<file path="config.mk">
export PLATFORM = sky130hd
export DESIGN_NAME = timer_mmio_responder
export DESIGN_NICKNAME = d
export VERILOG_FILES = /design/src/rtl/timer_mmio_responder.sv
export SDC_FILE = /design/constraint.sdc
export NUM_CORES = 1
export LEC_CHECK = 0
export BUFFER_PORTS_ARGS = -buffer_cell sky130_fd_sc_hd__buf_2
export CELL_PAD_IN_SITES_DETAIL_PLACEMENT = 1
export CELL_PAD_IN_SITES_GLOBAL_PLACEMENT = 1
export CORE_ASPECT_RATIO = 1.1
export CORE_UTILIZATION = 47
export CTS_CLUSTER_DIAMETER = 100
export DETAILED_ROUTE_END_ITERATION = 6
export GPL_ROUTABILITY_DRIVEN = 0
export PLACE_DENSITY_LB_ADDON = 0.1
export SLEW_MARGIN = 30
export SYNTH_ARGS = -nofsm -noshare
export SYNTH_HDL_FRONTEND = slang
export SYNTH_SLANG_ARGS = --single-unit
</file>
<file path="constraint.sdc">
create_clock -name Clk -period 3.18 [get_ports Clk]
set_clock_uncertainty 0.05 [all_clocks]
set_input_delay 0.318 -clock Clk [delete_from_list [all_inputs] [get_ports Clk]]
set_output_delay 0.318 -clock Clk [all_outputs]
set_load 0.03 [all_outputs]
</file>
<file path="src/rtl/timer_mmio_responder.sv">
// timer_mmio_responder: memory-mapped down-counting timer answering MFA/MFC bus accesses
module timer_mmio_responder #(
  parameter logic [8:0] BASE        = 9'h1F0,
  parameter int         WAIT_STATES = 2,
  parameter int         PRESCALE    = 1
) (
  input  logic        Clk,
  input  logic        reset,
  input  logic        memFuncActive,
  input  logic        readWrite,
  input  logic [8:0]  address,
  input  logic [31:0] dataIn,
  input  logic [1:0]  dataSize,
  output logic [31:0] dataOut,
  output logic        memFuncComplete,
  output logic        hit,
  output logic        hardwareInterrupt
);
  localparam int PW = PRESCALE > 1 ? $clog2(PRESCALE) : 1;
  typedef enum logic [1:0] {IDLE, WAIT, DONE} state_t;
  state_t state, state_nx;
  logic [3:0] wcnt, lat_addr, a;
  logic [1:0] lat_size, sz;
  logic [31:0] lat_data, d;
  logic lat_rw, rw;
  logic [2:0] ctrl;
  logic [31:0] load, count;
  logic exp;
  logic [PW-1:0] psc;
  logic enter_done, wr, tick, fire, w_ctrl, w_load, w_stat;
  logic [3:0] mask;
  logic [31:0] bm, wdata, cur, merged, rdata;
  logic [7:0] rbyte;
  assign hit = address[8:4] == BASE[8:4];
  assign memFuncComplete = state == DONE;
  always_comb begin
    state_nx = state;
    case (state)
      IDLE:    state_nx = memFuncActive && hit ? (WAIT_STATES == 0 ? DONE : WAIT) : IDLE;
      WAIT:    state_nx = !memFuncActive ? IDLE : wcnt == 4'd1 ? DONE : WAIT;
      DONE:    state_nx = memFuncActive ? DONE : IDLE;
      default: state_nx = IDLE;
    endcase
  end
  // Zero-wait accesses complete straight from IDLE, so use the live bus there
  assign a  = state == IDLE ? address[3:0] : lat_addr;
  assign rw = state == IDLE ? readWrite : lat_rw;
  assign sz = state == IDLE ? dataSize : lat_size;
  assign d  = state == IDLE ? dataIn : lat_data;
  assign enter_done = state != DONE && state_nx == DONE;
  assign wr = enter_done && !rw;
  assign mask = sz == 2'b00 ? 4'b1000 >> a[1:0] : sz == 2'b01 ? (a[1] ? 4'b0011 : 4'b1100) : 4'b1111;
  assign wdata = sz == 2'b00 ? {4{d[7:0]}} : sz == 2'b01 ? {2{d[15:0]}} : d;
  assign bm = {{8{mask[3]}}, {8{mask[2]}}, {8{mask[1]}}, {8{mask[0]}}};
  assign cur = a[3:2] == 2'd0 ? {29'd0, ctrl} : a[3:2] == 2'd1 ? load : a[3:2] == 2'd2 ? count : {31'd0, exp};
  assign merged = (cur & ~bm) | (wdata & bm);
  assign rbyte = cur[{~a[1:0], 3'b000} +: 8];
  assign rdata = sz == 2'b00 ? {24'd0, rbyte} : sz == 2'b01 ? {16'd0, a[1] ? cur[15:0] : cur[31:16]} : cur;
  assign w_ctrl = wr && a[3:2] == 2'd0;
  assign w_load = wr && a[3:2] == 2'd1;
  assign w_stat = wr && a[3:2] == 2'd3;
  assign tick = ctrl[0] && psc == PW'(PRESCALE - 1);
  assign fire = tick && count == '0;
  always_ff @(posedge Clk or negedge reset)
    if (!reset) begin
      state    <= IDLE;
      wcnt     <= '0;
      lat_addr <= '0;
      lat_rw   <= 1'b0;
      lat_size <= '0;
      lat_data <= '0;
      dataOut  <= '0;
    end else begin
      state <= state_nx;
      if (state == IDLE && memFuncActive && hit) begin
        wcnt     <= 4'(WAIT_STATES);
        lat_addr <= address[3:0];
        lat_rw   <= readWrite;
        lat_size <= dataSize;
        lat_data <= dataIn;
      end else if (state == WAIT)
        wcnt <= wcnt - 4'd1;
      dataOut <= enter_done && rw ? rdata : state_nx == DONE ? dataOut : '0;
    end
  // A CTRL write outranks the one-shot en clear; expiry outranks a STATUS clear
  always_ff @(posedge Clk or negedge reset)
    if (!reset) begin
      ctrl              <= '0;
      load              <= '0;
      count             <= '0;
      exp               <= 1'b0;
      psc               <= '0;
      hardwareInterrupt <= 1'b0;
    end else begin
      psc <= tick || !ctrl[0] ? '0 : psc + 1'b1;
      if (w_ctrl)
        ctrl <= merged[2:0];
      else if (fire && !ctrl[1])
        ctrl[0] <= 1'b0;
      if (w_load)
        load <= merged;
      if (w_load && !ctrl[0])
        count <= merged;
      else if (tick)
        count <= fire ? (ctrl[1] ? load : '0) : count - 32'd1;
      exp <= fire || (exp && !(w_stat && bm[0] && wdata[0]));
      hardwareInterrupt <= exp && ctrl[2];
    end
endmodule
</file>
* Yosys cells after proc, flatten, opt, wreduce, memory -nomap -nowiden
Index checks and enable logic that the tools add are counted.
** Cells by class
- Add/sub/neg operators :: 3
- Multipliers :: 0
- Divide/modulo/power cells :: 0
- $lt $le $gt $ge :: 0
- Eq/ne operators :: 11
- Shift operators :: 2
- Multiplexer cells :: 31
- Bitwise operators :: 6
- Reductions and logical operators :: 30
** Operators with widths (number)
- 2-to-1 mux 32 bit :: 14
- bitwise AND 32 bit :: 2
- zero test 32 bit :: 1
- NOT 32 bit :: 1
- bitwise OR 32 bit :: 1
- variable part select 32 x 6 -> 8 bit :: 1
- subtractor 32 x 1 -> 32 bit (second input constant) :: 1
- 2-to-1 mux 4 bit :: 6
- logical AND 1 bit :: 17
- 2-to-1 mux 16 bit :: 1
- == test 2 bit (second input constant) :: 4
- 2-to-1 mux 2 bit :: 4
- == test 2 x 1 -> 1 bit (second input constant) :: 3
- zero test 2 bit :: 3
- case mux 2 bit (3 select lines) :: 1
- nonzero test 2 bit :: 3
- == test 5 bit (second input constant) :: 1
- 2-to-1 mux 1 bit :: 5
- == test 4 x 1 -> 1 bit (second input constant) :: 1
- zero test 1 bit :: 4
- != test 2 bit (second input constant) :: 2
- >> shifter 4 x 2 -> 4 bit (first input constant) :: 1
- subtractor 4 x 1 -> 4 bit (second input constant) :: 1
- logical OR 1 bit :: 2
- other kinds (3) :: 3
** Word-level totals
- Bits in registers :: 147
- Bits in latches :: 0
- Memory bits (writable) :: 0
- ROM bits :: 0
- Bits of input ports :: 47
- Memories :: 0

* Longest topological paths before layout
Gate-level depths: netlist of run 1.
- Depth after elaboration :: 13
- Depth in mapped cells :: 9

* Least setup slack after synthesis of run 1
Ideal clock, no wire load.
- Path type :: reg-to-reg
- Start point :: register wcnt[1]
- End point :: register load[10]
- Arrival :: 2.212 ns
- Required time :: 3.005 ns
- Slack :: 0.793 ns
- Stages on the path, launching flop included :: 8
- Clock period less this slack :: 2.387 ns
- Path through :: dfrtp_1 inv_1 ha_1 or3b_2 nor4b_4 and2_1 clkbuf_1 mux2_2
** Between the ends
- Cells in the longest elaborated chain, start to end :: 8
** RTL lines
- start: declaration :: RTL line 22 : logic [3:0] wcnt, lat_addr, a;
- start signal: assignment :: RTL line 76 : wcnt <= 4'(WAIT_STATES);
- start signal: assignment :: RTL line 82 : wcnt <= wcnt - 4'd1;
- == test 4 x 1 -> 1 bit :: RTL line 40 : WAIT: state_nx = !memFuncActive ? IDLE : wcnt == 4'd1 ? DONE : WAIT;
- 2-to-1 mux 2 bit (2 in a row) :: RTL line 40
- case mux 2 bit (3 select lines) :: RTL line 38 : case (state)
- == test 2 bit :: RTL line 50 : assign enter_done = state != DONE && state_nx == DONE;
- logical AND 1 bit :: RTL line 50
- logical AND 1 bit :: RTL line 51 : assign wr = enter_done && !rw;
- logical AND 1 bit :: RTL line 60 : assign w_load = wr && a[3:2] == 2'd1;
- end signal: assignment :: RTL line 101 : load <= merged;
- end: declaration :: RTL line 27 : logic [31:0] load, count;
Every way passes these cells.
A chain may end at the register's enable or synchronous reset.

* Worst setup path in the final report of run 1
- Start point :: register state[1]
- End point :: register count[24]
** Between the ends
- Cells in the longest elaborated chain, start to end :: 9
- Elaborated cells between the ends (all ways) :: 35
- Classes of those cells :: 7 x eq/ne; 1 x shift; 14 x mux; 4 x bitwise; 9 x reduce/logical
** RTL lines
- start: declaration :: RTL line 21 : state_t state, state_nx;
- start signal: assignment :: RTL line 74 : state <= state_nx;
- zero test 2 bit
- 2-to-1 mux 4 bit or 2-to-1 mux 2 bit (tied branches) :: RTL line 46, 48
- == test 2 bit, or another cell as far along :: RTL line 55 : assign cur = a[3:2] == 2'd0 ? {29'd0, ctrl} : a[3:2] == 2'd1 ? load : a[3:2] == 2'd2 ? count : {31'd0, exp};
- 2-to-1 mux 32 bit or 2-to-1 mux 4 bit (tied branches) (2 in a row) :: RTL line 55, 52
- 2-to-1 mux 32 bit or NOT 32 bit (tied branches) :: RTL line 55, 56
- bitwise AND 32 bit :: RTL line 56 : assign merged = (cur & ~bm) | (wdata & bm);
- bitwise OR 32 bit :: RTL line 56
- 2-to-1 mux 32 bit :: RTL line 102 : if (w_load && !ctrl[0])
- end signal: assignment :: RTL line 103 : count <= merged;
- end signal: assignment :: RTL line 105 : count <= fire ? (ctrl[1] ? load : '0) : count - 32'd1;
- end: declaration :: RTL line 27
Parallel ways exist; a longest one is shown, timed or not.

==> metrics.md, run 1 <==
| Metric | Value |
|---|---|
| Final net count | `1023` |
| Register bit count reported by yosys | `147` |
| Worst-Skew Late Latency | `0.44 ns` |
| Post-synth top flop | `dfrtp_1` |
| Synth cell types | `76` |
| CP Capture Type | `flip-flop` |
| Design Power | `5.71 mW` |
| Tot GR Track Use | `34.4%` |
| Routed Antenna Nets | `0` |
| Post-CTS Setup Inserts | `0` |
| Cell taking the most area after synthesis | `dfrtp_1` |
| Tcrit/Tclk final | `95.5%` |
| Power Density | `561 nW/µm²` |
| H-tree Lvls | `4` |
| Antenna violations before repair | `0` |
| WS Path Type | `reg2reg` |
| Outcome | `completed` |
| Grt total ovfl | `0` |
| # setup viols final | `0` |
| Synth Instances | `897` |
| Post-route setup slack | `0.142 ns` |
| Die ar. | `19200 µm²` |
| Initial DRC count | `629` |
| Core Footprint | `18300 µm²` |
| Maxcap violations | `0` |
| N_diodes | `0` |
| Max VDD drop | `0.383 mV` |
| Hold Crit Class | `in2reg` |
| Place WS | `0.132 ns` |
| Tmin final | `3.04 ns` |
| Mapped cell area | `8760 µm²` |
| CTS sink cnt | `147` |
| CTS Buf Count | `17` |
| DRT Pass-1 Iters | `5` |
| Slew Limit Headroom | `39.4%` |
| Final hold violations | `0` |
| Synth top area cells | `dfrtp_1, mux2_2, mux2i_1` |
| # port buffers | `81` |
| DRC | `0` |
| Maximum clock path buffer count | `2` |
| Via count | `8072` |
| Post-route core utilization | `55.5%` |
| CP Launch Type | `flip-flop` |
| Vias in the first global route | `8466` |
| Vias/cell | `6.57` |
| WL/cell | `25.7 µm` |
| Ports | `82` |
| Post-Route WL | `31.6 mm` |
| Layout Area Growth over Synthesis | `16.2%` |
| Inst Count DP | `1195` |
| Starting Density | `47.7%` |
| Crit path DAT | `3.30 ns` |
| Non-Filler Instances | `1228` |
| Global-route wire length before repair | `50.2 mm` |
| Async SR Flop Fraction | `100%` |
| CTS tree | `done` |
| Share of cells above drive strength 1 | `25.7%` |
| Sequential share of the synthesized area | `42.0%` |
| Synth top area share | `42.0%` |
| Fin Setup TNS | `0 ns` |
| Max Fclk | `329 MHz` |
| Post-synth EDFFs | `0` |
| Largest net degree at the start of global routing | `88` |
| Post-Syn Nets | `948` |
| Measured slew at the worst slew-check pin | `0.909 ns` |
| Num rows | `52` |
| HPWL after DPL | `23.2 mm` |
| CP required | `3.45 ns` |
| Clock root buffer | `clkbuf_16` |
| Chip Width | `132 µm` |
| RSZ-0062 raised after global routing | `false` |
| Syn_area_per_cell | `9.77 µm²` |
| Worst-path clk slew | `0.07 ns` |
| Fin. max-slew vios | `0` |
| Crit Path Max Fanout | `15` |
| Synthesis Warnings | `0` |
| P_leak | `4.65 nW` |
| Die Ht | `145 µm` |
## worst max-delay path: stages (launching register included)
cell	delay, ns
dfrtp_1	0.55
buf_4	0.22
or2_2	0.33
a21oi_2	0.23
and3_1	0.35
a2111oi_1	0.71
a21oi_1	0.14
a221o_1	0.34
## metrics by stage
stage	hold WS, ns	cell area (µm²)
final	0.0620	10200
after global routing	0.0609	10200
after CTS	0.0520	10200
after detailed placement	0.412	9550
after global placement	0.410	9550
after floorplan	-0.0276	8760
## per-layer routing
| layer | track usage (%) | vias to the layer above | wire (µm) |
|---|---|---|---|
| met5 | 0 | - | 0 |
| met4 | 20.2 | 0 | 1940 |
| met3 | 6.36 | 99 | 1730 |
| met2 | 54.7 | 328 | 15000 |
| met1 | 43.6 | 4111 | 12900 |
| li1 | - | 3534 | - |
## sequential cells by signal, summed over array words and instances, names as in the netlist, 2 cells and up
register  count
count        32
dataOut      32
lat_size      2
lat_addr      4
ctrl          3
load         32
lat_data     32
wcnt          4
state         2
## where the power goes
| part | internal [mW] | switching [mW] |
|---|---|---|
| clock network | 1.20 | 0.938 |
| registers | 2.11 | 0.327 |
| logic | 0.500 | 0.648 |
## cell type report
| cell class | instances | area, µm² |
|---|---|---|
| fill | 2062 | 8170 |
| multi-input combinational | 668 | 4730 |
| sequential | 147 | 3680 |
| timing repair buffer | 128 | 817 |
| clock buffer | 17 | 425 |
| tap | 243 | 304 |
| clock inverter | 15 | 190 |
| inverter | 10 | 37.5 |
## layout by cell type (no fill, tap or decap), types with 10 or more instances in the layout
cell type  netlist  layout
buf_4            3      42
a22oi_1         25      25
mux2i_1         50      50
a221oi_1        10      10
a22o_1          28      28
buf_2           22      80
o21ai_0         67      67
nor3_1          20      20
and3_1          13      13
xnor2_1         14      14
nor2_1          38      37
inv_1           10      10
nand2_1         86      86
dfrtp_1        147     147
a21oi_1         30      30
a31oi_1         18      18
mux2_2          65      65
nor4_1          12      12
o22ai_1         13      13
nand3_1         38      37
clkbuf_16        0      17
## synth_stat cells (all sizes together), types with 2 or more instances
master and count:
a21oi 32, mux2 65, or2 2, ha 4
o21a 2, o41ai 2, a221oi 10, a221o 3
or3 2, a22o 28, a211o 2, o211ai 7
mux2i 50, o31a 2, or4 5, o21ai 73
nand3 39, o22ai 13, and2 6, nor4b 4
nor2 38, nor4bb 5, xnor2 14, nand2 86
nor3 22, o31ai 8, dfrtp 147, nor4 17
nand4 6, a311oi 4, clkbuf 43, a22oi 25
nand2b 7, a211oi 7, xor2 9, and4 2
buf 29, inv 10, and3 13, nor2b 6
o221ai 9, or4b 2, a31oi 20
## logic make-up after synthesis
logic type	synth area share, %
other	0.0428
buffers and inverters	4.30
AO/OA/AOI/OAI	20.3
AND/OR/NAND/NOR	16.5
flip-flops	42.0
XOR/XNOR	2.30
multiplexers	14.1
adder cells (fa/ha/maj)	0.571
## timing repair
action                     4_1_cts  5_1_grt
hold buffers                     1        0
resized for setup                0        2
hold endpoints to repair        86        0
setup endpoints to repair        0        6
## path summary, 6_finish.rpt
| check | endpoint | slack, ns | cells past startpoint | from |
|---|---|---|---|---|
| worst max-delay path | count[24]$_DFFE_PN0P_ | 0.14 | 7 | state[1]$_DFF_PN0_ |
| worst min-delay path | lat_rw$_DFFE_PN0P_ | 0.06 | 2 | readWrite |
| worst max register to register | count[24]$_DFFE_PN0P_ | 0.14 | 7 | state[1]$_DFF_PN0_ |
| worst min register to register | dataOut[30]$_DFFE_PN0P_ | 0.43 | 2 | dataOut[30]$_DFFE_PN0P_ |
| max in group asynchronous | lat_data[1]$_DFFE_PN0P_ | 1.79 | 3 | reset |
| min in group asynchronous | dataOut[27]$_DFFE_PN0P_ | 0.48 | 2 | reset |
Note: power is estimated with default switching activity, not from simulation.
==> run 2, diff against run 1 <==
Settings changed: BUFFER_PORTS_ARGS -buffer_cell sky130_fd_sc_hd__buf_2 to default, CORE_UTILIZATION 47 to 50, DONT_BUFFER_PORTS from default to 1.
==> run 2 against run 1 <==
  * The flow now finishes with violations (negative hold slack)
  * Die area fell by 5.9%
  * Power grew 0.19%
  * Sequential cell count unchanged
  * Wire length grew 10%
  * Critical endpoint is now count[0]$_DFFE_PN0P_
==> metrics.md, run 2 (synthesized netlist as in run 1, its figures left out) <==
| Metric | Value |
|---|---|
| Die ar. | `18100 µm² (-5.9%)` |
| Hold_ws | `-0.476 ns (-0.538 ns)` |
| Share of cells above drive strength 1 | `18.6% (-7.1 points)` |
| Crit Path Max Fanout | `17 (+2)` |
| Worst-path clk slew | `0.07 ns (about the same)` |
| Slew Limit Headroom | `47.5% (+8.1 points)` |
| HPWL after DPL | `22.5 mm (-3.2%)` |
| Most frequent cells in the layout | `dfrtp_1, nand2_1, o21ai_0, mux2_2, mux2i_1` |
| CP endpoint | `count[0]$_DFFE_PN0P_` |
| Design Area, Final | `10100 µm² (-0.63%)` |
| CTS sink cnt | `147 (unchanged)` |
| Vias in the first global route | `8589 (+1.5%)` |
| RR Endpoint | `count[0]$_DFFE_PN0P_` |
| N_diodes | `0 (unchanged)` |
| Crit Reg-Reg Startpoint | `state[1]$_DFF_PN0_` |
| Cts hold-fix bufs | `39 (+38)` |
| Violated checks | `negative hold slack` |
| DP Area | `9090 µm² (-4.8%)` |
| # setup viols final | `0 (unchanged)` |
| Post-Route WL | `34.7 mm (+10%)` |
| Tmin final | `3.15 ns (+0.111 ns)` |
| Commonest non-fill, non-tap cell in the layout | `dfrtp_1` |
| Antenna violations before repair | `0 (unchanged)` |
| Crit path DAT | `3.39 ns (+0.09 ns)` |
| Die Ht | `141 µm (-3.0%)` |
| Max VDD drop | `0.388 mV (+1.4%)` |
| WS Path Type | `reg2reg` |
| Ports | `82 (unchanged)` |
| Starting Density | `51.3% (+3.5 points)` |
| CTS Buf Count | `17 (unchanged)` |
| Num rows | `50 (-3.8%)` |
| RSZ-0062 raised after global routing | `false` |
| Initial DRC count | `794 (+26%)` |
| Fin. max-slew vios | `0 (unchanged)` |
| Layout Area Growth over Synthesis | `15.5%` |
| Hold Crit Class | `in2async` |
| Slowest stage delay, CP | `0.58 ns (-0.13 ns)` |
| CP Cell Sequence | `nor2_4, buf_12, buf_4, mux2i_1, buf_4, mux2i_1, mux2i_1, mux2i_2, o221ai_1` |
| Worst setup startpoint | `state[1]$_DFF_PN0_` |
| Most frequent CP cell | `mux2i_1` |
| Maxcap violations | `0 (unchanged)` |
| Max Fclk | `318 MHz (-3.5%)` |
| DRT Pass-1 Iters | `7 (+2)` |
| Grt total ovfl | `0 (unchanged)` |
| Maximum clock path buffer count | `2 (unchanged)` |
| Global-route wire length before repair | `53.2 mm (+5.9%)` |
| Post-route core utilization | `59.2% (+3.7 points)` |
| CP Launch Type | `flip-flop` |
| Measured slew at the worst slew-check pin | `0.766 ns (-0.143 ns)` |
| FF-to-FF setup slack | `0.03 ns (-0.11 ns)` |
| WL/cell | `29.5 µm (+15%)` |
| CP Capture Type | `flip-flop` |
| Final hold violations | `147 (+147)` |
| Routed Antenna Nets | `0 (unchanged)` |
| CTS tree | `done` |
| Worst R2R Path Depth | `9 (+2)` |
| Crit-path slowest cell | `dfrtp_1` |
| Power Density | `566 nW/µm² (+0.82%)` |
| Vias/cell | `6.99 (+6.3%)` |
| P_leak | `4.42 nW (-4.9%)` |
| H-tree Lvls | `4 (unchanged)` |
| Chip Width | `128 µm (-3.0%)` |
| DRC | `0 (unchanged)` |
| CP required | `3.42 ns (-0.03 ns)` |
| Core Footprint | `17100 µm² (-6.9%)` |
| Outcome | `complete, but fails checks` |
| Largest net degree at the start of global routing | `148 (+68%)` |
| Clock root buffer | `clkbuf_16` |
| Tcrit/Tclk final | `99.0% (+3.5 points)` |
| Via count | `8227 (+1.9%)` |
| Worst-Skew Late Latency | `0.44 ns (about the same)` |
| Tot GR Track Use | `39.8% (+5.4 points)` |
| Final net count | `981 (-4.1%)` |
| Fin Setup TNS | `0 ns (unchanged)` |
| # port buffers | `0 (-100%)` |
run 2: cell count changes in the layout (fill, tap and decap cells not counted), moves of 2 or more:
cell,change
buf_4,+3
buf_12,-2
inv_6,-2
clkinv_4,+2
buf_2,-80
dlygate4sd3_1,+38
run 2: report_power, final:
part	internal [mW]	switching (mW)
registers	2.11	0.385
logic	0.501	0.612
clock network	1.18	0.942
run 2: worst max-delay path, delay by kind of cell, from the launching register on:
family / cells / cell delay (ns)
AO/OA/AOI/OAI: 1 / 0.18
flip-flops: 1 / 0.58
AND/OR/NAND/NOR: 1 / 0.29
multiplexers: 4 / 1.23
buffers and inverters: 3 / 0.66
run 2: worst min path at each step:
stage               startpoint                       to  slack [ns]  cells past startpoint
floorplan                reset     count[0]$_DFFE_PN0P_       -0.03                      0
global placement         reset  dataOut[30]$_DFFE_PN0P_       -0.02                      0
detailed placement       reset  dataOut[28]$_DFFE_PN0P_       -0.02                      0
CTS                      reset      wcnt[0]$_DFFE_PN0P_       -0.49                      0
global route             reset  dataOut[27]$_DFFE_PN0P_       -0.48                      0
finish                   reset  dataOut[28]$_DFFE_PN0P_       -0.48                      0
run 2: layout make-up:
class                      instances  area, µm²
inverter                          10       37.5
timing repair buffer              86        768
clock buffer                      17        425
sequential                       147       3680
clock inverter                    15        175
multi-input combinational        668       4740
tap                              234        293
fill                            1844       6960
run 2: per-stage QoR:
stage               power (mW)  cells  setup slack [ns]  hold slack (ns)
floorplan                 3.14    897             0.793          -0.0276
global placement          3.40   1103            -0.112          -0.0243
detailed placement        3.48   1103            0.0709          -0.0245
CTS                       5.59   1174            0.0440           -0.486
global route              5.87   1177            0.0429           -0.484
finish                    5.73   1177            0.0311           -0.476
run 2: routing by layer:
layer | vias up | share of wire (%) | GRT usage (%)
li1 | 3436 | - | -
met1 | 4186 | 39 | 48.5
met2 | 470 | 48 | 64.6
met3 | 135 | 7.4 | 8.35
met4 | 0 | 6.3 | 23.8
met5 | - | 0 | 0
run 2: what timing repair did:
item / 4_1_cts / 5_1_grt
endpoints found under the setup margin: 0 / 6
endpoints found under the hold margin: 188 / 147
setup buffers: 0 / 3
gates resized for setup: 0 / 3
